<file path="config.mk">
export PLATFORM = sky130hd
export DESIGN_NAME = decode_hazard_scheduler_flat
export DESIGN_NICKNAME = d
export VERILOG_FILES = /design/src/rtl/decode_hazard_scheduler_if.sv /design/src/rtl/decode_hazard_scheduler.sv /design/src/flat_wrapper.sv
export SDC_FILE = /design/constraint.sdc
export NUM_CORES = 1
export LEC_CHECK = 0
export BUFFER_PORTS_ARGS = -buffer_cell sky130_fd_sc_hd__buf_4
export CAP_MARGIN = 30
export CORE_ASPECT_RATIO = 1.75
export CORE_MARGIN = 4
export CORE_UTILIZATION = 50
export CTS_BUF_LIST = sky130_fd_sc_hd__clkbuf_8
export DETAILED_ROUTE_END_ITERATION = 8
export PLACE_DENSITY = 0.7
export SETUP_SLACK_MARGIN = 0.5
export SLEW_MARGIN = 20
export SYNTH_ARGS = -nofsm -noshare
export SYNTH_HDL_FRONTEND = slang
export SYNTH_SLANG_ARGS = --single-unit
</file>
<file path="constraint.sdc">
create_clock -name clock -period 6.12 [get_ports clock]
set_clock_uncertainty 0.15 [all_clocks]
set_input_delay 1.53 -clock clock [delete_from_list [all_inputs] [get_ports clock]]
set_output_delay 1.53 -clock clock [all_outputs]
set_load 0.02 [all_outputs]
</file>
<file path="src/rtl/decode_hazard_scheduler_if.sv">
// Decode-to-execute issue bundle for decode_hazard_scheduler.
// The master drives decode requests; the slave returns stall/issue and retirement status.
interface decode_hazard_scheduler_if #(
  parameter int unsigned NUM_REGS          = 32,
  parameter int unsigned STALL_COUNT_WIDTH = 16
);
  logic                         decode_valid;
  logic [4:0]                   decode_rs;
  logic [4:0]                   decode_rt;
  logic                         decode_uses_rt;
  logic [4:0]                   decode_dest;
  logic                         decode_dest_write;
  logic                         execute_ready;
  logic                         flush;
  logic                         stall;
  logic                         issue;
  logic                         writeback_valid;
  logic [4:0]                   writeback_index;
  logic [NUM_REGS-1:0]          busy_vector;
  logic [STALL_COUNT_WIDTH-1:0] stall_cycles;

  modport master (
    output decode_valid, decode_rs, decode_rt, decode_uses_rt,
           decode_dest, decode_dest_write, execute_ready, flush,
    input  stall, issue, writeback_valid, writeback_index,
           busy_vector, stall_cycles
  );

  modport slave (
    input  decode_valid, decode_rs, decode_rt, decode_uses_rt,
           decode_dest, decode_dest_write, execute_ready, flush,
    output stall, issue, writeback_valid, writeback_index,
           busy_vector, stall_cycles
  );
endinterface

</file>
<file path="src/rtl/decode_hazard_scheduler.sv">
// Scoreboard issue controller: per-register countdowns, RAW/WAW stall, writeback pulses.
// Optional DECODE_BYPASS_EN: a source whose write retires this cycle does not stall.
module decode_hazard_scheduler #(
  parameter int unsigned NUM_REGS          = 32,
  parameter int unsigned WRITEBACK_LATENCY = 3,
  parameter int unsigned COUNTER_WIDTH     = 3,
  parameter int unsigned STALL_COUNT_WIDTH = 16
) (
  input logic                      clock,
  input logic                      reset,
  decode_hazard_scheduler_if.slave bus
);
  localparam int unsigned IDX_W = 5;
  localparam logic [COUNTER_WIDTH-1:0] LOAD_VAL = COUNTER_WIDTH'(WRITEBACK_LATENCY);
  localparam logic [COUNTER_WIDTH-1:0] CNT_ONE  = COUNTER_WIDTH'(1);

  logic [COUNTER_WIDTH-1:0]     cnt_q [NUM_REGS];
  logic [COUNTER_WIDTH-1:0]     cnt_d [NUM_REGS];
  logic [NUM_REGS-1:0]          busy;
  logic [NUM_REGS-1:0]          last_cycle;
  logic [NUM_REGS-1:0]          raw_busy;
  logic                         hazard;
  logic                         stall_c;
  logic                         issue_c;
  logic                         load;
  logic                         wb_valid_q, wb_valid_d;
  logic [IDX_W-1:0]             wb_index_q, wb_index_d;
  logic [STALL_COUNT_WIDTH-1:0] stall_cnt_q, stall_cnt_d;

  // Register 0 is hardwired not-busy regardless of counter contents.
  always_comb begin
    for (int unsigned i = 0; i < NUM_REGS; i++) begin
      busy[i]       = (i != 0) && (cnt_q[i] != '0);
      last_cycle[i] = (i != 0) && (cnt_q[i] == CNT_ONE);
    end
  end

`ifdef DECODE_BYPASS_EN
  assign raw_busy = busy & ~last_cycle;
`else
  assign raw_busy = busy;
`endif

  assign hazard  = raw_busy[bus.decode_rs]
                 | (bus.decode_uses_rt    & raw_busy[bus.decode_rt])
                 | (bus.decode_dest_write & busy[bus.decode_dest]);
  assign stall_c = bus.decode_valid & (hazard | ~bus.execute_ready);
  assign issue_c = bus.decode_valid & ~stall_c;
  assign load    = issue_c & bus.decode_dest_write & (bus.decode_dest != '0);

  // Countdown update; WAW stalls guarantee at most one counter sits at 1 per cycle.
  always_comb begin
    wb_valid_d = 1'b0;
    wb_index_d = '0;
    for (int unsigned i = 0; i < NUM_REGS; i++) begin
      cnt_d[i] = cnt_q[i];
      if (i == 0) begin
        cnt_d[i] = '0;
      end else if (load && (bus.decode_dest == IDX_W'(i))) begin
        cnt_d[i] = LOAD_VAL;
      end else if (cnt_q[i] != '0) begin
        cnt_d[i] = cnt_q[i] - CNT_ONE;
      end
      if (last_cycle[i]) begin
        wb_valid_d = 1'b1;
        wb_index_d = IDX_W'(i);
      end
    end
    if (bus.flush) begin
      for (int unsigned i = 0; i < NUM_REGS; i++) begin
        cnt_d[i] = '0;
      end
      wb_valid_d = 1'b0;
    end
  end

  always_comb begin
    stall_cnt_d = stall_cnt_q;
    if (stall_c && (stall_cnt_q != '1)) begin
      stall_cnt_d = stall_cnt_q + STALL_COUNT_WIDTH'(1);
    end
  end

  always_ff @(posedge clock) begin
    if (reset) begin
      for (int unsigned i = 0; i < NUM_REGS; i++) begin
        cnt_q[i] <= '0;
      end
      wb_valid_q  <= 1'b0;
      wb_index_q  <= '0;
      stall_cnt_q <= '0;
    end else begin
      for (int unsigned i = 0; i < NUM_REGS; i++) begin
        cnt_q[i] <= cnt_d[i];
      end
      wb_valid_q  <= wb_valid_d;
      wb_index_q  <= wb_index_d;
      stall_cnt_q <= stall_cnt_d;
    end
  end

  assign bus.stall           = stall_c;
  assign bus.issue           = issue_c;
  assign bus.writeback_valid = wb_valid_q;
  assign bus.writeback_index = wb_index_q;
  assign bus.busy_vector     = busy;
  assign bus.stall_cycles    = stall_cnt_q;
endmodule
</file>
<file path="src/flat_wrapper.sv">
// flat-port wrapper written by rule: the top's interface ports become plain ports
module decode_hazard_scheduler_flat 
#(
  parameter int unsigned NUM_REGS          = 32,
  parameter int unsigned WRITEBACK_LATENCY = 3,
  parameter int unsigned COUNTER_WIDTH     = 3,
  parameter int unsigned STALL_COUNT_WIDTH = 16
)
  (clock, reset, bus_decode_valid, bus_decode_rs, bus_decode_rt, bus_decode_uses_rt, bus_decode_dest, bus_decode_dest_write, bus_execute_ready, bus_flush, bus_stall, bus_issue, bus_writeback_valid, bus_writeback_index, bus_busy_vector, bus_stall_cycles);
  decode_hazard_scheduler_if #(.NUM_REGS(NUM_REGS), .STALL_COUNT_WIDTH(STALL_COUNT_WIDTH)) bus_i ();
  input logic clock;
  input logic reset;
  input wire logic [$bits(bus_i.decode_valid)-1:0] bus_decode_valid;
  input wire logic [$bits(bus_i.decode_rs)-1:0] bus_decode_rs;
  input wire logic [$bits(bus_i.decode_rt)-1:0] bus_decode_rt;
  input wire logic [$bits(bus_i.decode_uses_rt)-1:0] bus_decode_uses_rt;
  input wire logic [$bits(bus_i.decode_dest)-1:0] bus_decode_dest;
  input wire logic [$bits(bus_i.decode_dest_write)-1:0] bus_decode_dest_write;
  input wire logic [$bits(bus_i.execute_ready)-1:0] bus_execute_ready;
  input wire logic [$bits(bus_i.flush)-1:0] bus_flush;
  output wire logic [$bits(bus_i.stall)-1:0] bus_stall;
  output wire logic [$bits(bus_i.issue)-1:0] bus_issue;
  output wire logic [$bits(bus_i.writeback_valid)-1:0] bus_writeback_valid;
  output wire logic [$bits(bus_i.writeback_index)-1:0] bus_writeback_index;
  output wire logic [$bits(bus_i.busy_vector)-1:0] bus_busy_vector;
  output wire logic [$bits(bus_i.stall_cycles)-1:0] bus_stall_cycles;
  assign bus_i.decode_valid = bus_decode_valid;
  assign bus_i.decode_rs = bus_decode_rs;
  assign bus_i.decode_rt = bus_decode_rt;
  assign bus_i.decode_uses_rt = bus_decode_uses_rt;
  assign bus_i.decode_dest = bus_decode_dest;
  assign bus_i.decode_dest_write = bus_decode_dest_write;
  assign bus_i.execute_ready = bus_execute_ready;
  assign bus_i.flush = bus_flush;
  assign bus_stall = bus_i.stall;
  assign bus_issue = bus_i.issue;
  assign bus_writeback_valid = bus_i.writeback_valid;
  assign bus_writeback_index = bus_i.writeback_index;
  assign bus_busy_vector = bus_i.busy_vector;
  assign bus_stall_cycles = bus_i.stall_cycles;
  decode_hazard_scheduler #(.NUM_REGS(NUM_REGS), .WRITEBACK_LATENCY(WRITEBACK_LATENCY), .COUNTER_WIDTH(COUNTER_WIDTH), .STALL_COUNT_WIDTH(STALL_COUNT_WIDTH)) u_core (.clock(clock), .reset(reset), .bus(bus_i));
endmodule
</file>
Word level (Yosys, flattened, before mapping)
Memory sizes are Yosys's and may differ from the RTL's. Cells that the tools add are included.

Logic and storage cells: 376. Register bits: 22. Memory bits (writable): 96. Memories: 1.

Magnitude comparators: 3. Multiplexer cells: 166. $add $sub $neg: 32. Reduce and logical (&&, ||, !) cells: 65. Bitwise operators: 43. Equality and inequality tests: 63.

Memories: u_core.cnt_q (words 32, bits a word 3, rd ports 31, clocked after memory_dff 0, write ports 32, RTL line decode_hazard_scheduler.sv:17) `logic [COUNTER_WIDTH-1:0] cnt_q [NUM_REGS];`.

Operators with widths (count): $mux 3 (98); $eq 3x1->1 const B (31); $mux 93 (1); $reduce_bool 3->1 (31); $sub 3x1->3 const B (31); $eq 5x5->1 const B (16); $mux 5 (16); $eq 5x4->1 const B (8); $mux 1 (38); $or 1x1->1 (35); $logic_and 1x1->1 (32); $mux 4 (8); $eq 5x3->1 const B (4); $lt 5x6->1 const B (3); $add 16x1->16 const B (1); $ne 16x16->1 const B (1); $bmux 1 s5 (3); $eq 5x2->1 const B (2); $and 1x1->1 (6); $eq 5x1->1 const B (1); $reduce_bool 5->1 (1); $mux 2 (2); $not 1->1 (2); $reduce_or 2->1 (1).

Longest topological paths before layout
Gate-level depths: netlist (run 1). An unclocked memory read counts as a cell.

Word-level depth: 33. Depth in mapped cells: 12.

Least setup slack after synthesis (run 1)
OpenSTA, ideal clock, no wires.

Kind: input to output. From: in bus_decode_rs[1]. To: out bus_issue. Buffers on the path: 3. Stages: 9. Required time: 4.440 ns. Path slack: 0.768 ns. Data arrival time: 3.672 ns. Cell sequence: clkbuf_1 mux4_2 mux4_2 nand3_1 o41a_1 nor3_2 buf_6 buf_2 and2_1.

Longest elaborated chain between the ends: 8.

Ends and longest elaborated chain: from (decl) (RTL line flat_wrapper.sv:14) `input wire logic [$bits(bus_i.decode_rs)-1:0] bus_decode_rs;`; $bmux 1 s5 (RTL line decode_hazard_scheduler.sv:44) `assign hazard = raw_busy[bus.decode_rs]`; $mux 1 (not written as such) (RTL line decode_hazard_scheduler.sv:44); $or 1x1->1 (RTL line decode_hazard_scheduler.sv:45) `| (bus.decode_uses_rt & raw_busy[bus.decode_rt])`; $or 1x1->1 (RTL line decode_hazard_scheduler.sv:46) `| (bus.decode_dest_write & busy[bus.decode_dest]);`; $or 1x1->1 (RTL line decode_hazard_scheduler.sv:47) `assign stall_c = bus.decode_valid & (hazard | ~bus.execute_ready);`; $and 1x1->1 (RTL line decode_hazard_scheduler.sv:47); $not 1->1 (RTL line decode_hazard_scheduler.sv:48) `assign issue_c = bus.decode_valid & ~stall_c;`; $and 1x1->1 (RTL line decode_hazard_scheduler.sv:48); to (decl) (RTL line flat_wrapper.sv:22) `output wire logic [$bits(bus_i.issue)-1:0] bus_issue;`.

Every way passes these cells. The select of a mux whose other input is x is not followed.

Final worst setup path (run 1)
From: in bus_decode_rt[0]. To: out bus_stall.

Longest elaborated chain between the ends: 7.

Ends and longest elaborated chain: from (decl) (RTL line flat_wrapper.sv:15) `input wire logic [$bits(bus_i.decode_rt)-1:0] bus_decode_rt;`; $bmux 1 s5 (RTL line decode_hazard_scheduler.sv:45); $mux 1 (not written as such) (RTL line decode_hazard_scheduler.sv:45); $and 1x1->1 (RTL line decode_hazard_scheduler.sv:45); $or 1x1->1 (RTL line decode_hazard_scheduler.sv:45); $or 1x1->1 (RTL line decode_hazard_scheduler.sv:46); $or 1x1->1 (RTL line decode_hazard_scheduler.sv:47); $and 1x1->1 (RTL line decode_hazard_scheduler.sv:47); to (decl) (RTL line flat_wrapper.sv:21) `output wire logic [$bits(bus_i.stall)-1:0] bus_stall;`.

Every way passes these cells. The select of a mux whose other input is x is not followed.

==> qor.txt, run 1 <==
=================================================================================
Bufs on Longest Clock Path                                                      2
Number of enable flip-flop cells after synthesis                                0
DR DRC count                                                                    0
Clk sink count                                                                115
Overall track demand over capacity in global routing                        0.242
Commonest cells after routing, fill and taps aside                   115 x dfxtp_1, 103 x nor2_1, 81 x buf_4
Peak supply drop                                                           187 uV
Total congestion overflow after global routing                                  0
I/O pin total                                                                  78
Post-Synthesis Mean Instance Area                                        8.00 um2
Total of flip-flops plus latches after synthesis                              115
CP startpoint kind                                                   primary input
Crit path cell chain                                                 buf_4 -> mux4_2 -> mux4_2 -> a211oi_4 -> or3_1 -> and2_1 -> buf_4
Synth unique cells                                                             56
Slack of the worst reg-to-reg path                                        2.60 ns
Register area share after synthesis                                         0.332
Die extent in x                                                           97.0 um
TritonCTS clock tree                                                         done
First-pass GRT wire length                                               30500 um
Final worst path period share                                               0.864
RSZ-0062 raised after global routing                                           no
Top FF cell, synth                                                        dfxtp_1
Headroom to the max-slew limit                                              0.479
Nets in the synthesized netlist                                               921
Setup Fix Bufs, Post-CTS                                                        0
Max H-tree Level                                                                4
Via count of the first global-routing pass                                   6147
Slowest library cell on the worst path                                     mux4_2
Most common cell after layout, fill and taps aside                        dfxtp_1
Gate Count Post-Synth                                                         867
Count of antenna-violating nets left after detailed routing                     0
Outcome                                                              finished, final reports clean
Worst hold stages                                                               2
Source of the worst hold timing path                                 u_core.bus.stall_cycles[15]$_SDFFE_PP0P_
Pin count of the biggest net entering global routing                           33
Setup-failing EPs final                                                         0
Die outline area                                                        15900 um2
Kind of critical path                                                primary input to output pin
Via/cell ratio                                                               5.81
CP Data Required Time                                                     4.44 ns
Initial core utilization                                                    0.513
Worst reg-to-reg path cell count                                                9
Ratio of cells with drive above 1 in the final layout                       0.159
Number of failing hold endpoints at the final stage                             0
Final GP Congestion                                                         0.920
Peak Freq                                                                 189 MHz
Area grow syn2layout                                                        15.2%
Std-Cell Rows                                                                  56
Register clock-pin slew on the reported worst setup and hold paths        0.08 ns
Total wirelength of the detailed-routed design                           19300 um
First-pass iteration count of the detailed router                               5
Antenna Diode Count                                                             0
Final instance count without filler cells                                    1103
Worst skew pair latency                                                   0.44 ns
Setup tns final                                                              0 ns
Mapped cell area                                                         6930 um2
Static Leak                                                               3.29 nW
Critical path capture point type                                       output pin
Final Power                                                               1.67 mW
HPWL after DPL                                                           14900 um
Count of nets after finishing                                                 970
Final worst path period need                                              5.29 ns
Async set-reset flop share out of synthesis                                     0
Routed wire length per instance                                           17.5 um
Placed cell count                                                            1071
Critical-path maximum fanout                                                    9
Die Y                                                                      164 um
Final slew viol count                                                           0
Delay contributed by the slowest stage of the critical path               0.52 ns
Number of buffers created by CTS                                               17
Worst Path Arrival                                                        3.61 ns
Number of warnings reported in the yosys synthesis log                          0
Total of hold buffers inserted after clock tree synthesis                       0
Number of antenna violations at the first check in global routing               0
FF-to-FF End                                                         u_core.bus.stall_cycles[8]$_SDFFE_PP0P_
Slew at the pin with the worst max-slew slack                            0.780 ns
Number of buffers added on ports                                               76
Max-Cap Viols                                                                   0
Worst hold-check slack                                                   0.360 ns
CORE AREA                                                               13500 um2
Pwr dens                                                               209 nW/um2
Critical R2R Launch                                                  u_core.cnt_q[0][18]$_SDFFE_PP0P_
Initial drt markers                                                           429
Worst min-delay path endpoint                                        u_core.bus.stall_cycles[15]$_SDFFE_PP0P_
Number of gates given a new drive strength after cts                            0
Via count                                                                    6412
Worst hold path class                                                flip-flop to flip-flop
Cell chosen for the clock root                                           clkbuf_8
=================================================================================
[registers in the layout (all words and copies together), names as in the netlist]
name	count
u_core.bus.writeback_index	5
u_core.bus.writeback_valid	1
u_core.cnt_q	93
u_core.bus.stall_cycles	16
[stage by stage]
stage / setup slack (ns) / utilization / area (um2)
5_1_grt: 0.769 / 0.590 / 7990
6_report: 0.830 / 0.590 / 7990
3_5_place_dp: 0.832 / 0.558 / 7550
4_1_cts: 0.833 / 0.590 / 7990
3_3_place_gp: 0.872 / 0.558 / 7550
2_1_floorplan: 0.768 / - / 6930
[critical path: cells and delay by family]
family                 cells  cell delay, ns
AND/OR/NAND/NOR            2            0.37
multiplexers               2            1.03
AO/OA/AOI/OAI              1            0.37
buffers and inverters      2            0.30
[power by group]
part / switching (mW) / internal [mW]
Sequential: 0.00505 / 0.752
Combinational: 0.0806 / 0.0469
Clock: 0.329 / 0.452
Total: 0.415 / 1.25
[cell usage after synthesis, types with 4 or more instances]
master	n	share of area
ha_1	32	0.058
nor3b_1	23	0.025
dfxtp_1	115	0.33
and2_1	6	0.0054
a21oi_1	73	0.053
nor2b_1	6	0.0054
o31ai_1	12	0.013
inv_1	68	0.037
o21ai_0	54	0.039
nand4_1	7	0.0063
xor2_1	31	0.039
or2_2	4	0.0036
nand2_1	80	0.043
nand3_1	28	0.020
nor4_1	5	0.0045
or4_1	13	0.014
and3_1	34	0.031
clkbuf_1	41	0.022
a31oi_1	17	0.015
mux4_2	19	0.062
buf_2	6	0.0043
mux2i_1	25	0.036
nor2_1	104	0.056
nand2b_1	7	0.0063
mux2_2	4	0.0065
[metal layers]
layer / part of all wire / GRT usage / vias up / wire [um]
met4: 0.066 / 0.172 / 0 / 1270
li1: - / - / 3150 / -
met2: 0.52 / 0.443 / 190 / 9930
met3: 0.049 / 0.0484 / 67 / 949
met5: 0 / 0 / - / 0
met1: 0.37 / 0.244 / 3005 / 7110
[layout make-up]
type,instances,area [um2]
clock buffer,18,248
clock inverter,14,188
fill,1299,5540
inverter,68,255
multi-input combinational,633,4170
sequential,115,2300
tap,174,218
timing repair buffer,81,608
[kinds of logic (layout without fill, tap and decap cells)]
kind of cell,Yosys count,in the layout,synth area share
AND/OR/NAND/NOR,336,336,0.243
AO/OA/AOI/OAI,185,185,0.155
buffers and inverters,119,181,0.0682
flip-flops,115,115,0.332
multiplexers,48,48,0.104
adder cells (fa/ha/maj),32,32,0.0578
XOR/XNOR,31,31,0.0392
other,1,1,0.000541
[worst max-delay path by stage]
stage / startpoint / end / slack (ns) / depth (start not counted)
after detailed placement: bus_decode_rt[0] / bus_stall / 0.83 / 7
after global placement: bus_decode_rt[0] / bus_stall / 0.87 / 7
after floorplan: bus_decode_rs[1] / bus_issue / 0.77 / 9
final: bus_decode_rt[0] / bus_stall / 0.83 / 7
after global routing: bus_decode_rt[0] / bus_stall / 0.77 / 7
after CTS: bus_decode_rt[0] / bus_stall / 0.83 / 7
Power figures use the tool's default switching activity.
==> run 2: changes to the inputs <==
CORE_ASPECT_RATIO = unset   (was 1.75)
SKIP_CTS_REPAIR_TIMING = 1   (was unset)
SKIP_LAST_GASP = 1   (was unset)
==> run 2 against run 1 <==
  * Total power is 1.5% lower
  * Combinational power hardly changed
  * Critical path depth stayed put
  * Cell area is 0.11% lower
  * Critical path type unchanged
  * First-iteration DRC count is 66% higher
  * Setup slack worse by 0.012 ns
  * Die area is 0.46% lower
  * Largest power group is now sequential cells
  * Hold slack worse by 0.0069 ns
==> qor.txt, run 2 (synthesis gave the netlist of run 1 again) <==
=================================================================================
Outcome                                                              finished, final reports clean
Area grow syn2layout                                                        15.1%
Peak supply drop                                                           146 uV
CP Data Required Time                                                     4.44 ns
Number of buffers added on ports                                               76
Power share of the sequential group                                         0.462
Clock power share                                                           0.461
HPWL after DPL                                                           13700 um
TritonCTS clock tree                                                         done
Max-Cap Viols                                                                   0
Total congestion overflow after global routing                                  0
Top cell family by delay on the critical path                        multiplexers
First-pass iteration count of the detailed router                               5
Slew at the pin with the worst max-slew slack                            0.741 ns
Largest register FFs                                                           93
Routed wire length per instance                                           16.5 um
Worst hold path class                                                flip-flop to flip-flop
Count of nets after finishing                                                 970
Cell Int Power                                                            1.24 mW
Combinational share of power                                                0.077
Buffers and inverters on the worst path                                         2
Total wirelength of the detailed-routed design                           18200 um
Pwr dens                                                               206 nW/um2
Switch share                                                                0.244
Worst Slack Setup Final                                                  0.818 ns
Die extent in x                                                            126 um
DR DRC count                                                                    0
Static Leak                                                               3.29 nW
Fin util                                                                    0.595
Via/cell ratio                                                               5.75
Slowest library cell on the worst path                                     mux4_2
CP startpoint kind                                                   primary input
Worst skew pair latency                                                   0.45 ns
Critical path capture point type                                       output pin
First-pass GRT wire length                                               29300 um
Final instance count without filler cells                                    1106
Register clock-pin slew on the reported worst setup and hold paths        0.06 ns
Commonest cells after routing, fill and taps aside                   115 x dfxtp_1, 103 x nor2_1, 80 x nand2_1, 80 x buf_4, 73 x a21oi_1
Largest Register                                                     u_core.cnt_q
Die outline area                                                        15800 um2
Net switching power                                                      0.401 mW
Filler Cell Count                                                            1223
Final slew viol count                                                           0
Initial core utilization                                                    0.517
Final GP Congestion                                                         0.937
Headroom to the max-slew limit                                              0.505
Count of antenna-violating nets left after detailed routing                     0
Ratio of cells with drive above 1 in the final layout                       0.157
Worst setup slack after placement                                        0.806 ns
Peak Freq                                                                 189 MHz
Setup-failing EPs final                                                         0
Final worst path period share                                               0.866
Std-Cell Rows                                                                  42
Final design instance area without fill                                  7980 um2
Kind of critical path                                                primary input to output pin
Number of buffers created by CTS                                               17
Cell area after placement                                                7550 um2
Worst Path Arrival                                                        3.62 ns
Setup tns final                                                              0 ns
Via count                                                                    6356
Clk sink count                                                                115
Worst hold-check slack                                                   0.353 ns
Crit path cell chain                                                 buf_4 -> mux4_2 -> mux4_2 -> a211oi_4 -> or3_1 -> and2_1 -> buf_4
CORE AREA                                                               13400 um2
Register Area                                                            2300 um2
Bufs on Longest Clock Path                                                      2
Via count of the first global-routing pass                                   5675
Number of antenna violations at the first check in global routing               1
Combined area of the multi-input logic cells                             4170 um2
Die Y                                                                      126 um
Most common cell after layout, fill and taps aside                        dfxtp_1
Initial drt markers                                                           711
Delay contributed by the slowest stage of the critical path               0.51 ns
Final worst path period need                                              5.30 ns
RSZ-0062 raised after global routing                                           no
Placed cell count                                                            1073
Final Power                                                               1.64 mW
Overall track demand over capacity in global routing                        0.231
Max H-tree Level                                                                4
Pin count of the biggest net entering global routing                           37
Number of failing hold endpoints at the final stage                             0
Cell chosen for the clock root                                           clkbuf_8
Critical-path maximum fanout                                                    9
I/O pin total                                                                  78
=================================================================================
run 2: changes by cell type in the layout (fill, tap and decap cells not counted), sizes merged:
cell      before  now
bufinv         4    3
clkbuf        18   21
inv           69   71
diode          0    1
clkinv         6    3
clkinvlp       3    2
run 2: final timing paths:
path / start / end / slack (ns) / cells after the start
worst max-delay path: bus_decode_rt[0] / bus_stall / 0.82 / 7
worst min register to register: u_core.bus.stall_cycles[13]$_SDFFE_PP0P_ / u_core.bus.stall_cycles[13]$_SDFFE_PP0P_ / 0.35 / 2
worst min-delay path: u_core.bus.stall_cycles[13]$_SDFFE_PP0P_ / u_core.bus.stall_cycles[13]$_SDFFE_PP0P_ / 0.35 / 2
worst max register to register: u_core.cnt_q[0][18]$_SDFFE_PP0P_ / u_core.bus.stall_cycles[10]$_SDFFE_PP0P_ / 2.64 / 9
run 2: layout make-up:
type                    instances  area share
diodes                          1    0.000314
clock buffers                  21      0.0362
clock inverters                11      0.0169
inverters                      68      0.0320
multi-input cells             633       0.522
flip-flops and latches        115       0.289
well taps                     176      0.0276
repair buffers                 81      0.0759
run 2: worst register-to-register path: cells and delay by family, from the launching register on:
kind	cells	cell delay, ns
buffers and inverters	1	0.23
and+or+nand+nor	3	0.52
AOI/OAI and AO/OA	1	0.38
DFF	1	0.42
muxes	3	1.37
adders and majority gates	1	0.31
run 2: power groups by stage:
| stage | sequential, mW | clock (mW) | combinational [mW] |
|---|---|---|---|
| after global routing | 0.758 | 0.805 | 0.139 |
| final | 0.758 | 0.756 | 0.127 |
| after detailed placement | 0.775 | 0 | 0.126 |
| after floorplan | 0.777 | 0 | 0.0811 |
| after global placement | 0.774 | 0 | 0.124 |
| after CTS | 0.757 | 0.773 | 0.126 |
run 2: routing by layer:
metal / vias to the layer above / part of all wire / global-route usage
li1: 3146 / - / -
met1: 2927 / 0.44 / 0.306
met2: 244 / 0.45 / 0.350
met3: 39 / 0.082 / 0.0694
met4: 0 / 0.030 / 0.0997
met5: - / 0 / 0
